File: config.mk
export PLATFORM = sky130hd
export DESIGN_NAME = inst_fetch_aligner
export DESIGN_NICKNAME = d
export VERILOG_FILES = /design/src/rtl/riscv_pkg.sv /design/src/rtl/halfword_queue.sv /design/src/rtl/inst_fetch_aligner.sv
export SDC_FILE = /design/constraint.sdc
export NUM_CORES = 1
export LEC_CHECK = 0
export BUFFER_PORTS_ARGS = -buffer_cell sky130_fd_sc_hd__buf_4
export CAP_MARGIN = 20
export CORE_UTILIZATION = 50
export DETAILED_ROUTE_END_ITERATION = 10
export PLACE_DENSITY = 0.72
export RECOVER_POWER = 25
export SETUP_SLACK_MARGIN = 0.05
export SKIP_CTS_REPAIR_TIMING = 1
export SYNTH_ARGS = -nofsm -noshare
export SYNTH_HDL_FRONTEND = slang
export SYNTH_SLANG_ARGS = --single-unit
export TNS_END_PERCENT = 30
File: constraint.sdc
create_clock -name clk -period 14.7 [get_ports clk]
set_input_delay 2.205 -clock clk [delete_from_list [all_inputs] [get_ports clk]]
set_output_delay 2.205 -clock clk [all_outputs]
set_load 0.02 [all_outputs]
File: src/rtl/riscv_pkg.sv
// Shared fetch-side types: memory FSM states, halfword type, length decode.
package riscv_pkg;

    typedef enum logic [1:0] {
        M_IDLE  = 2'd0,
        M_WAIT  = 2'd1,
        M_DRAIN = 2'd2
    } mem_state_t;

    localparam logic [1:0] OPC_LEN_32 = 2'b11;

    typedef logic [15:0] halfword_t;

    // A halfword starts a 16-bit instruction unless its low opcode bits are 11.
    function automatic logic hw_is_compressed(input halfword_t hw);
        return hw[1:0] != OPC_LEN_32;
    endfunction

endpackage

File: src/rtl/halfword_queue.sv
// Three-entry halfword shift queue. Pops are taken from the merged view of
// stored entries followed by this cycle's pushes, so freshly returned data
// can be issued in the same cycle it arrives.
module halfword_queue
    import riscv_pkg::*;
(
    input  logic       clk,
    input  logic       rst,
    input  logic       i_flush,
    input  logic       i_push0,
    input  halfword_t  i_push0_data,
    input  logic       i_push1,
    input  halfword_t  i_push1_data,
    input  logic       i_pop1,
    input  logic       i_pop2,
    output halfword_t  o_view0,
    output halfword_t  o_view1,
    output logic [2:0] o_avail
);

    halfword_t  r_q [3];
    logic [1:0] r_count;

    halfword_t  w_view [5];
    logic [2:0] w_avail;
    logic [2:0] w_pop_n;
    logic [1:0] w_next_count;

    // Stored entries followed by incoming halfwords (low half first).
    always_comb begin
        w_view[0] = r_q[0];
        w_view[1] = r_q[1];
        w_view[2] = r_q[2];
        w_view[3] = '0;
        w_view[4] = '0;
        w_avail   = {1'b0, r_count};
        if (i_push0) begin
            w_view[w_avail] = i_push0_data;
            w_avail         = w_avail + 3'd1;
        end
        if (i_push1) begin
            w_view[w_avail] = i_push1_data;
            w_avail         = w_avail + 3'd1;
        end
    end

    assign w_pop_n      = i_pop2 ? 3'd2 : (i_pop1 ? 3'd1 : 3'd0);
    assign w_next_count = 2'(w_avail - w_pop_n);

    // Shift out popped entries and store what remains of the merged view.
    always_ff @(posedge clk) begin
        if (rst || i_flush) begin
            r_count <= '0;
            r_q     <= '{default: '0};
        end else begin
            r_count <= w_next_count;
            r_q[0]  <= w_view[w_pop_n];
            r_q[1]  <= w_view[w_pop_n + 3'd1];
            r_q[2]  <= w_view[w_pop_n + 3'd2];
        end
    end

    assign o_view0 = w_view[0];
    assign o_view1 = w_view[1];
    assign o_avail = w_avail;

endmodule

File: src/rtl/inst_fetch_aligner.sv
// Fetch sequencer and RV32IC realigner: issues word reads, buffers halfwords,
// and hands one 16- or 32-bit instruction per handshake to decode.
module inst_fetch_aligner
    import riscv_pkg::*;
#(
    parameter logic [31:0] RESET_PC = 32'h0000_0000
) (
    input  logic        clk,
    input  logic        rst,
    output logic        imem_req,
    output logic [31:0] imem_addr,
    input  logic        imem_rvalid,
    input  logic [31:0] imem_rdata,
    input  logic        redirect_valid,
    input  logic [31:0] redirect_pc,
    output logic        inst_valid,
    input  logic        inst_ready,
    output logic [31:0] inst_raw,
    output logic        inst_is_c,
    output logic [31:0] inst_pc
);

    mem_state_t  r_state, w_state_next;
    logic [31:0] r_fetch_addr;
    logic [31:0] r_issue_pc;
    logic        r_skip_lo;
    logic        r_inst_valid;
    logic        r_inst_is_c;
    logic [31:0] r_inst_raw;
    logic [31:0] r_inst_pc;

    halfword_t   w_view0, w_view1;
    logic [2:0]  w_avail;
    logic [2:0]  w_avail_after_pop;
    logic        w_head_c, w_issuable, w_slot_free, w_issue;
    logic        w_pop1, w_pop2;
    logic        w_rsp, w_push0, w_push1;
    logic        w_req;
    logic        w_unused_pc0;

    assign w_unused_pc0 = redirect_pc[0];

    // A response is only consumed in M_WAIT and never on a redirect cycle.
    assign w_rsp   = (r_state == M_WAIT) && imem_rvalid;
    assign w_push1 = w_rsp && !redirect_valid;
    assign w_push0 = w_push1 && !r_skip_lo;

    halfword_queue u_queue (
        .clk          (clk),
        .rst          (rst),
        .i_flush      (redirect_valid),
        .i_push0      (w_push0),
        .i_push0_data (imem_rdata[15:0]),
        .i_push1      (w_push1),
        .i_push1_data (imem_rdata[31:16]),
        .i_pop1       (w_pop1),
        .i_pop2       (w_pop2),
        .o_view0      (w_view0),
        .o_view1      (w_view1),
        .o_avail      (w_avail)
    );

    // Issue decision: head length, availability and output slot.
    always_comb begin
        w_head_c          = hw_is_compressed(w_view0);
        w_issuable        = (w_avail != 3'd0) && (w_head_c || (w_avail >= 3'd2));
        w_slot_free       = !r_inst_valid || inst_ready;
        w_issue           = w_issuable && w_slot_free && !redirect_valid;
        w_pop1            = w_issue && w_head_c;
        w_pop2            = w_issue && !w_head_c;
        w_avail_after_pop = w_avail - (w_pop2 ? 3'd2 : (w_pop1 ? 3'd1 : 3'd0));
    end

    // Memory FSM next state and request strobe.
    always_comb begin
        w_state_next = r_state;
        w_req        = 1'b0;
        case (r_state)
            M_IDLE: begin
                if (!rst && !redirect_valid && (w_avail_after_pop <= 3'd1)) begin
                    w_req        = 1'b1;
                    w_state_next = M_WAIT;
                end
            end
            M_WAIT: begin
                if (imem_rvalid)
                    w_state_next = M_IDLE;
                else if (redirect_valid)
                    w_state_next = M_DRAIN;
            end
            M_DRAIN: begin
                if (imem_rvalid)
                    w_state_next = M_IDLE;
            end
            default: w_state_next = M_IDLE;
        endcase
    end

    // Memory FSM state register.
    always_ff @(posedge clk) begin
        if (rst)
            r_state <= M_IDLE;
        else
            r_state <= w_state_next;
    end

    // Fetch/issue pointers and the registered output slot.
    always_ff @(posedge clk) begin
        if (rst) begin
            r_fetch_addr <= {RESET_PC[31:2], 2'b00};
            r_skip_lo    <= RESET_PC[1];
            r_issue_pc   <= {RESET_PC[31:1], 1'b0};
            r_inst_valid <= 1'b0;
            r_inst_raw   <= '0;
            r_inst_is_c  <= 1'b0;
            r_inst_pc    <= RESET_PC;
        end else if (redirect_valid) begin
            r_fetch_addr <= {redirect_pc[31:2], 2'b00};
            r_skip_lo    <= redirect_pc[1];
            r_issue_pc   <= {redirect_pc[31:1], 1'b0};
            r_inst_valid <= 1'b0;
        end else begin
            if (w_rsp) begin
                r_fetch_addr <= r_fetch_addr + 32'd4;
                r_skip_lo    <= 1'b0;
            end
            if (w_issue) begin
                r_inst_valid <= 1'b1;
                r_inst_raw   <= w_head_c ? {16'h0000, w_view0} : {w_view1, w_view0};
                r_inst_is_c  <= w_head_c;
                r_inst_pc    <= r_issue_pc;
                r_issue_pc   <= r_issue_pc + (w_head_c ? 32'd2 : 32'd4);
            end else if (inst_ready) begin
                r_inst_valid <= 1'b0;
            end
        end
    end

    assign imem_req   = w_req;
    assign imem_addr  = r_fetch_addr;
    assign inst_valid = r_inst_valid;
    assign inst_raw   = r_inst_raw;
    assign inst_is_c  = r_inst_is_c;
    assign inst_pc    = r_inst_pc;

endmodule

==> metrics.md, run 1 <==
| Metric | Value |
|---|---|
| Endpoint type of the worst setup path | `primary output` |
| Hold Crit Start | `inst_pc[25]` |
| Cell Rows | `51` |
| DP Area | `0.0114 mm^2` |
| Ys async rst share | `0` |
| Critical Path AT | `6370 ps` |
| Area Overhead vs Synth | `15.2%` |
| Worst hold-check path type | `flop to flop` |
| Utilization after layout | `0.595` |
| Worst path cell trace | `buf_4 -> nand4bb_1 -> buf_4 -> a21o_1 -> a31oi_4 -> nor3_2 -> ha_1 -> inv_1 -> fa_1 -> xor2_1 -> or4_1 -> inv_1 -> buf_4` |
| TritonCTS clock tree | `yes` |
| Failing checks | `capacitance limit, slew limit` |
| Maximum clock path buffer count | `2` |
| Fin Hold WS | `454 ps` |
| CORE AREA | `0.0197 mm^2` |
| CP dominant cell by count | `buf_4` |
| Global-route wire length before repair | `52000 um` |
| Synth unique cells | `73` |
| Total leakage power | `4.21 nW` |
| Diode count | `0` |
| Synth Instances | `1305` |
| DR iter-0 viols | `1143` |
| Cell count of the worst hold path | `2` |
| Setup_tns | `0 ps` |
| Clock skew | `11.1 ps` |
| DRC errors left | `0` |
| Final min period | `8570 ps` |
| Ys Warns | `0` |
| Reg-to-Reg Start | `u_queue.r_count[0]` |
| Via count of the first global-routing pass | `9925` |
| Worst Hold Path EP | `inst_pc[25]` |
| Horiz. Die Dim | `145 um` |
| Vias per cell | `6.37` |
| Root Driver | `clkbuf_16` |
| Wire length per cell | `20.0 um` |
| Tcrit/Tclk final | `0.583` |
| Top_reg_cell synth | `dfxtp_1` |
| Tot Pwr | `1.10 mW` |
| I/O Buffers | `163` |
| DIE HEIGHT | `145 um` |
| Num CTS Buffers | `17` |
| Fmax | `117 MHz` |
| Routed WL | `33200 um` |
| Final Hold Fails | `0` |
| Fill count | `1910` |
| FF-to-FF path depth | `15` |
| Number of synthesized register bits | `179` |
| DR pass1 iterations | `8` |
| CP max-delay cell | `a21o_1` |
| # IOs | `168` |
| Starting density of the core | `0.517` |
| Worst vdd ir | `0.0000816 V` |
| Mapped cell area | `0.0102 mm^2` |
| Fin area | `0.0117 mm^2` |
| Fin nets | `1462` |
| R2r setup slk | `8420 ps` |
| Initial antenna violation count | `0` |
| GRT overflow | `0` |
| DP HPWL | `21500 um` |
| H-Tree Depth | `4` |
| Headroom to the max-slew limit | `-1.99` |
| Startpoint Class | `input pin` |
| Die area | `0.0209 mm^2` |
| Final Setup Violations | `0` |
| Syn avg cell area | `7.80 um^2` |
| Post-synth EDFFs | `0` |
| Via count | `10.6k` |
| Outcome | `finished with violations` |
| Critical path class | `input pin to primary output` |
| Largest net degree at the start of global routing | `108` |
| Antenna viol nets, final | `0` |
| RSZ-0062 raised after global routing | `false` |
| Clk_lat worst skew | `440 ps` |
| All-Layer GR Usage | `0.319` |
| Power density cells | `93.5 mW/mm^2` |
| RePlAce Congestion | `0.903` |
| Worst path required time | `12490 ps` |
| Clock sink count | `179` |
| Worst-path clk slew | `70 ps` |
| Share of layout cells above drive strength 1 | `0.131` |
| Final Slew Violations | `103` |
| Worst-path maximum fanout | `59` |
| Worst-margin pin slew | `4480 ps` |
| Maximum capacitance violations | `1` |
| Sequential area share after synthesis | `0.352` |
| CP max stage delay | `660 ps` |
| Worst reg2reg path endpoint | `r_issue_pc[23]` |
==> final cells by class <==
type / instances / area [um^2] / area share
inverters: 36 / 138 / 0.0117
clock inverters: 14 / 134 / 0.0114
clock buffers: 18 / 439 / 0.0374
flip-flops and latches: 179 / 3580 / 0.305
well taps: 265 / 332 / 0.0283
repair buffers: 178 / 1100 / 0.0941
multi-input cells: 970 / 6000 / 0.512
==> metal layers <==
layer,GRT usage,up-vias,part of all wire
met2,0.527,559,0.48
li1,-,4933,-
met4,0.174,0,0.044
met1,0.390,4975,0.40
met5,0,-,0
met3,0.0612,113,0.078
==> worst max-delay path, delay by kind of cell <==
family	cells	cell delay, ps
and+or+nand+nor	3	1320
xor gates and xnor gates	1	170
adders and majority gates	2	620
buffers and inverters	5	1180
AOI/OAI and AO/OA	2	830
==> power breakdown <==
part / leakage, nW / switching, mW / total [mW] / internal, mW
registers: 1.46 / 0.0183 / 0.518 / 0.500
logic: 2.48 / 0.0815 / 0.129 / 0.0473
clock network: 0.273 / 0.221 / 0.450 / 0.229
==> synth_stat cells (24+ instances only) <==
cell      count  area [um^2]
inv_1        34          128
a21oi_1     134          671
o21ai_0      63          315
a211oi_1     38          285
nor2_1       64          240
a31oi_1      38          238
buf_2        24          120
nand3_1      50          250
mux2i_1      35          350
nand2_1     186          698
nand4_1      37          231
clkbuf_1     88          330
a22oi_1      28          210
dfxtp_1     179         3580
==> sequential cells by signal, summed over array words and instances (netlist names) <==
register / flops
u_queue.r_q: 48
r_skip_lo: 1
imem_addr: 30
u_queue.r_count: 2
r_state: 2
inst_raw: 32
r_issue_pc: 31
inst_valid: 1
inst_is_c: 1
inst_pc: 31
==> cells in the final DEF (no fill, tap or decap), drive strengths merged, types with 9 or more instances in the layout <==
cell type	n
nand2	186
dfxtp	179
a21oi	135
buf	110
clkbuf	86
nor2	64
o21ai	64
nand3	50
inv	41
a211oi	39
a31oi	39
nand4	37
mux2i	36
a22oi	28
nor3	23
a21boi	19
xnor2	18
o31ai	18
a221oi	17
o211ai	15
xor2	14
and3	14
mux2	14
o21bai	11
nor4	11
or3	9
ha	9
==> kinds of logic after synthesis <==
logic type / Yosys count / share of synthesized area
mux: 50 / 0.0521
compound gates: 423 / 0.271
simple gates: 451 / 0.219
fa+ha+maj: 11 / 0.0150
xor+xnor: 32 / 0.0275
other cells: 1 / 0.000368
buf+inv: 158 / 0.0629
flops: 179 / 0.352
==> how the worst max path moves through the flow <==
stage | from | end | slack (ps) | depth (start not counted)
after CTS | redirect_valid | imem_req | 6230 | 13
after global routing | redirect_valid | imem_req | 5970 | 13
after detailed placement | redirect_valid | imem_req | 6230 | 13
final | redirect_valid | imem_req | 6130 | 13
after global placement | redirect_valid | imem_req | 6250 | 13
after floorplan | redirect_valid | imem_req | 7300 | 12
==> stage by stage <==
step / instances / setup WS [ps]
3_5_place_dp: 1627 / 6230
3_3_place_gp: 1626 / 6250
4_1_cts: 1659 / 6230
2_1_floorplan: 1307 / 7300
6_report: 1660 / 6130
5_1_grt: 1660 / 5970
Power figures use the tool's default switching activity.
==> run 2: changes to the inputs <==
ABC_AREA = 1   (was unset)
clock period = 8.3 ns   (was 14.7 ns; I/O delays follow)
==> metrics.md, run 2 <==
| Metric | Value |
|---|---|
| Outcome | `finished with violations` |
| Failing checks | `capacitance limit, slew limit` |
| Worst path required time | `7050 ps (-5440 ps)` |
| Synth Instances | `1513 (+16%)` |
| Post-synth EDFFs | `0 (unchanged)` |
| Vias per cell | `5.79 (-9.2%)` |
| Worst-margin pin slew | `1530 ps (-2950 ps)` |
| DR pass1 iterations | `5 (-3)` |
| DIE HEIGHT | `145 um (+0.15%)` |
| Via count | `11.0k (+3.7%)` |
| Reg-to-Reg Start | `r_state[1]` |
| Syn avg cell area | `6.75 um^2 (-13%)` |
| Wire length per cell | `17.4 um (-13%)` |
| Worst-path clk slew | `60 ps (about the same)` |
| H-Tree Depth | `4 (unchanged)` |
| Critical path class | `input pin to primary output` |
| RePlAce Congestion | `0.915 (+1.4%)` |
| Diode count | `0 (unchanged)` |
| Clock network power share | `0.416 (+0.006)` |
| FF-to-FF path depth | `25 (+10)` |
| Initial antenna violation count | `0 (unchanged)` |
| Maximum clock path buffer count | `2 (unchanged)` |
| Via count of the first global-routing pass | `10.2k (+2.7%)` |
| Sw Share | `0.281 (-0.0114)` |
| Maximum capacitance violations | `1 (unchanged)` |
| DRC errors left | `0 (unchanged)` |
| Ys async rst share | `0 (unchanged)` |
| Final Slew Violations | `25 (-76%)` |
| Combinational power share | `0.119 (+0.002)` |
| # IOs | `168 (unchanged)` |
| Routed WL | `32900 um (-0.94%)` |
| Worst-path maximum fanout | `39 (-34%)` |
| Max reg flops | `48 (unchanged)` |
| Yosys top cell area share | `0.351 (-0.00103)` |
| Worst vdd ir | `0.000140 V (+71%)` |
| Worst reg2reg path endpoint | `r_issue_pc[31]` |
| RSZ-0062 raised after global routing | `false` |
| Area Overhead vs Synth | `15.6%` |
| Internal Power | `1.43 mW (+84%)` |
| DR iter-0 viols | `1036 (-9.4%)` |
| Largest net degree at the start of global routing | `103 (-4.6%)` |
| Cell taking the most area after synthesis | `dfxtp_1` |
| Number of synthesized register bits | `179 (unchanged)` |
| Antenna viol nets, final | `0 (unchanged)` |
| Critical Path AT | `5510 ps (-860 ps)` |
| Final Hold Fails | `0 (unchanged)` |
| R2r setup slk | `2980 ps (-5440 ps)` |
| Cell count of the worst hold path | `2 (unchanged)` |
| Final Setup Violations | `0 (unchanged)` |
| Ys Warns | `0 (unchanged)` |
| Fill count | `1951 (+2.1%)` |
| All-Layer GR Usage | `0.310 (-0.00889)` |
| Clock sink count | `179 (unchanged)` |
| Commonest non-fill, non-tap cell in the layout | `nand2_1` |
| Final min period | `6750 ps` |
| Share of layout cells above drive strength 1 | `0.112 (-0.0196)` |
| Mapped cell area | `0.0102 mm^2 (+0.29%)` |
| Die area | `0.0210 mm^2 (+0.29%)` |
| DP HPWL | `21000 um (-2.3%)` |
| Startpoint Class | `input pin` |
| Power density cells | `168 mW/mm^2 (+80%)` |
| Clk_lat worst skew | `440 ps (about the same)` |
| TritonCTS clock tree | `yes` |
| Headroom to the max-slew limit | `-0.0184 (+1.97)` |
| I/O Buffers | `163 (unchanged)` |
| Commonest non-fill, non-tap cells in the layout | `nand2_1 (364), dfxtp_1 (179), o21ai_0 (164)` |
| Worst hold-check path type | `flop to flop` |
| Fmax | `148 MHz` |
| Setup_tns | `0 ps (unchanged)` |
| Clock skew | `15.3 ps (+4.16 ps)` |
| Synth unique cells | `56 (-23%)` |
| Horiz. Die Dim | `145 um (+0.15%)` |
| Root Driver | `clkbuf_16` |
| Worst Hold Path EP | `r_skip_lo` |
| GRT overflow | `0 (unchanged)` |
| Starting density of the core | `0.518 (+0.00152)` |
| CORE AREA | `0.0197 mm^2 (unchanged)` |
| Top_reg_cell synth | `dfxtp_1` |
| Global-route wire length before repair | `52700 um (+1.3%)` |
| Most frequent cells after synthesis | `nand2_1 (364), dfxtp_1 (179), o21ai_0 (164)` |
| Synth area leaders | `dfxtp_1 (35%), nand2_1 (13%), o21ai_0 (8.0%), nor2_1 (5.0%), inv_1 (4.3%)` |
| Count leader, synth | `nand2_1` |
| Endpoint type of the worst setup path | `primary output` |
| Num CTS Buffers | `17 (unchanged)` |
| Fin nets | `1698 (+16%)` |
| Fin Hold WS | `462 ps (+7.56 ps)` |
| Largest Register | `u_queue.r_q` |
| NetSw | `0.559 mW (+74%)` |
| Total leakage power | `5.05 nW (+20%)` |
| Hold Crit Start | `r_skip_lo` |
| Seq pwr share | `0.464 (-0.008)` |
| Tcrit/Tclk final | `0.813` |
| Sequential area share after synthesis | `0.351 (-0.00103)` |
| Cell Rows | `51 (unchanged)` |
==> run 2: changes by cell type in the layout (fill, tap and decap cells not counted), sizes merged, moves of 26 or more <==
cell	previous run	this run
nor2	64	142
inv	41	129
a211oi	39	4
nand2	186	374
o21ai	64	187
a22oi	28	1
a21oi	135	76
a31oi	39	65
==> run 2: per-stage QoR <==
step	utilization	area, um^2	setup WS, ps	std cells	total power [mW]
floorplan	-	10200	3060	1515	1.08
global placement	0.582	11500	1690	1864	1.18
detailed placement	0.582	11500	1670	1864	1.18
CTS	0.612	12100	1670	1896	2.00
global route	0.599	11800	1270	1896	2.06
finish	0.599	11800	1550	1896	1.99
==> run 2: worst max-delay path, stage by stage <==
cell and delay (ps):
buf_4 260, inv_2 430, nand4_4 320, buf_4 340
nor2_2 410, nand2_1 100, nand2_1 90, nand2_1 60
nand2_2 130, nand2_4 150, nand2_4 110, nand2_4 70
nand2_4 110, nor2_8 40, nand2_4 330, fa_1 490
inv_1 80, nand3_1 80, nor3_1 380, buf_4 220
==> run 2: how the worst max path moves through the flow <==
stage	start	endpoint	slack, ps	cells past startpoint
6_report	redirect_valid	imem_req	1550	20
5_1_grt	redirect_valid	imem_req	1270	20
4_1_cts	redirect_valid	imem_req	1670	20
2_1_floorplan	redirect_valid	imem_req	3060	20
3_3_place_gp	redirect_valid	imem_req	1690	20
3_5_place_dp	redirect_valid	imem_req	1670	20
==> run 2: layout make-up <==
class / instances / area [um^2] / share of cell area
inverter: 127 / 478 / 0.0405
clock inverter: 13 / 146 / 0.0124
tap: 265 / 332 / 0.0281
sequential: 179 / 3580 / 0.303
clock buffer: 19 / 443 / 0.0375
timing repair buffer: 184 / 1130 / 0.0957
multi-input combinational: 1109 / 5700 / 0.482
==> run 2: per-layer routing <==
layer | vias up | global-route usage | wire length, um
met1 | 5050 | 0.407 | 13700
met2 | 584 | 0.498 | 15000
met3 | 81 | 0.0491 | 3030
met5 | - | 0 | 0
met4 | 0 | 0.141 | 1200
li1 | 5261 | - | -
==> run 2: cells by family (layout without fill, tap and decap cells) <==
| family | after synthesis | after routing | share of synthesized area |
|---|---|---|---|
| XOR/XNOR | 38 | 38 | 0.0326 |
| multiplexers | 17 | 17 | 0.0168 |
| AND/OR/NAND/NOR | 658 | 658 | 0.279 |
| AO/OA/AOI/OAI | 382 | 382 | 0.213 |
| adder cells (fa/ha/maj) | 11 | 11 | 0.0149 |
| other | 1 | 3 | 0.000367 |
| flip-flops | 179 | 179 | 0.351 |
| buffers and inverters | 227 | 343 | 0.0924 |
==> run 2: power groups by stage <==
stage,logic (mW),registers (mW),clock network [mW]
6_report,0.237,0.923,0.827
5_1_grt,0.259,0.927,0.871
4_1_cts,0.241,0.922,0.833
3_5_place_dp,0.239,0.942,0
3_3_place_gp,0.237,0.942,0
2_1_floorplan,0.126,0.952,0
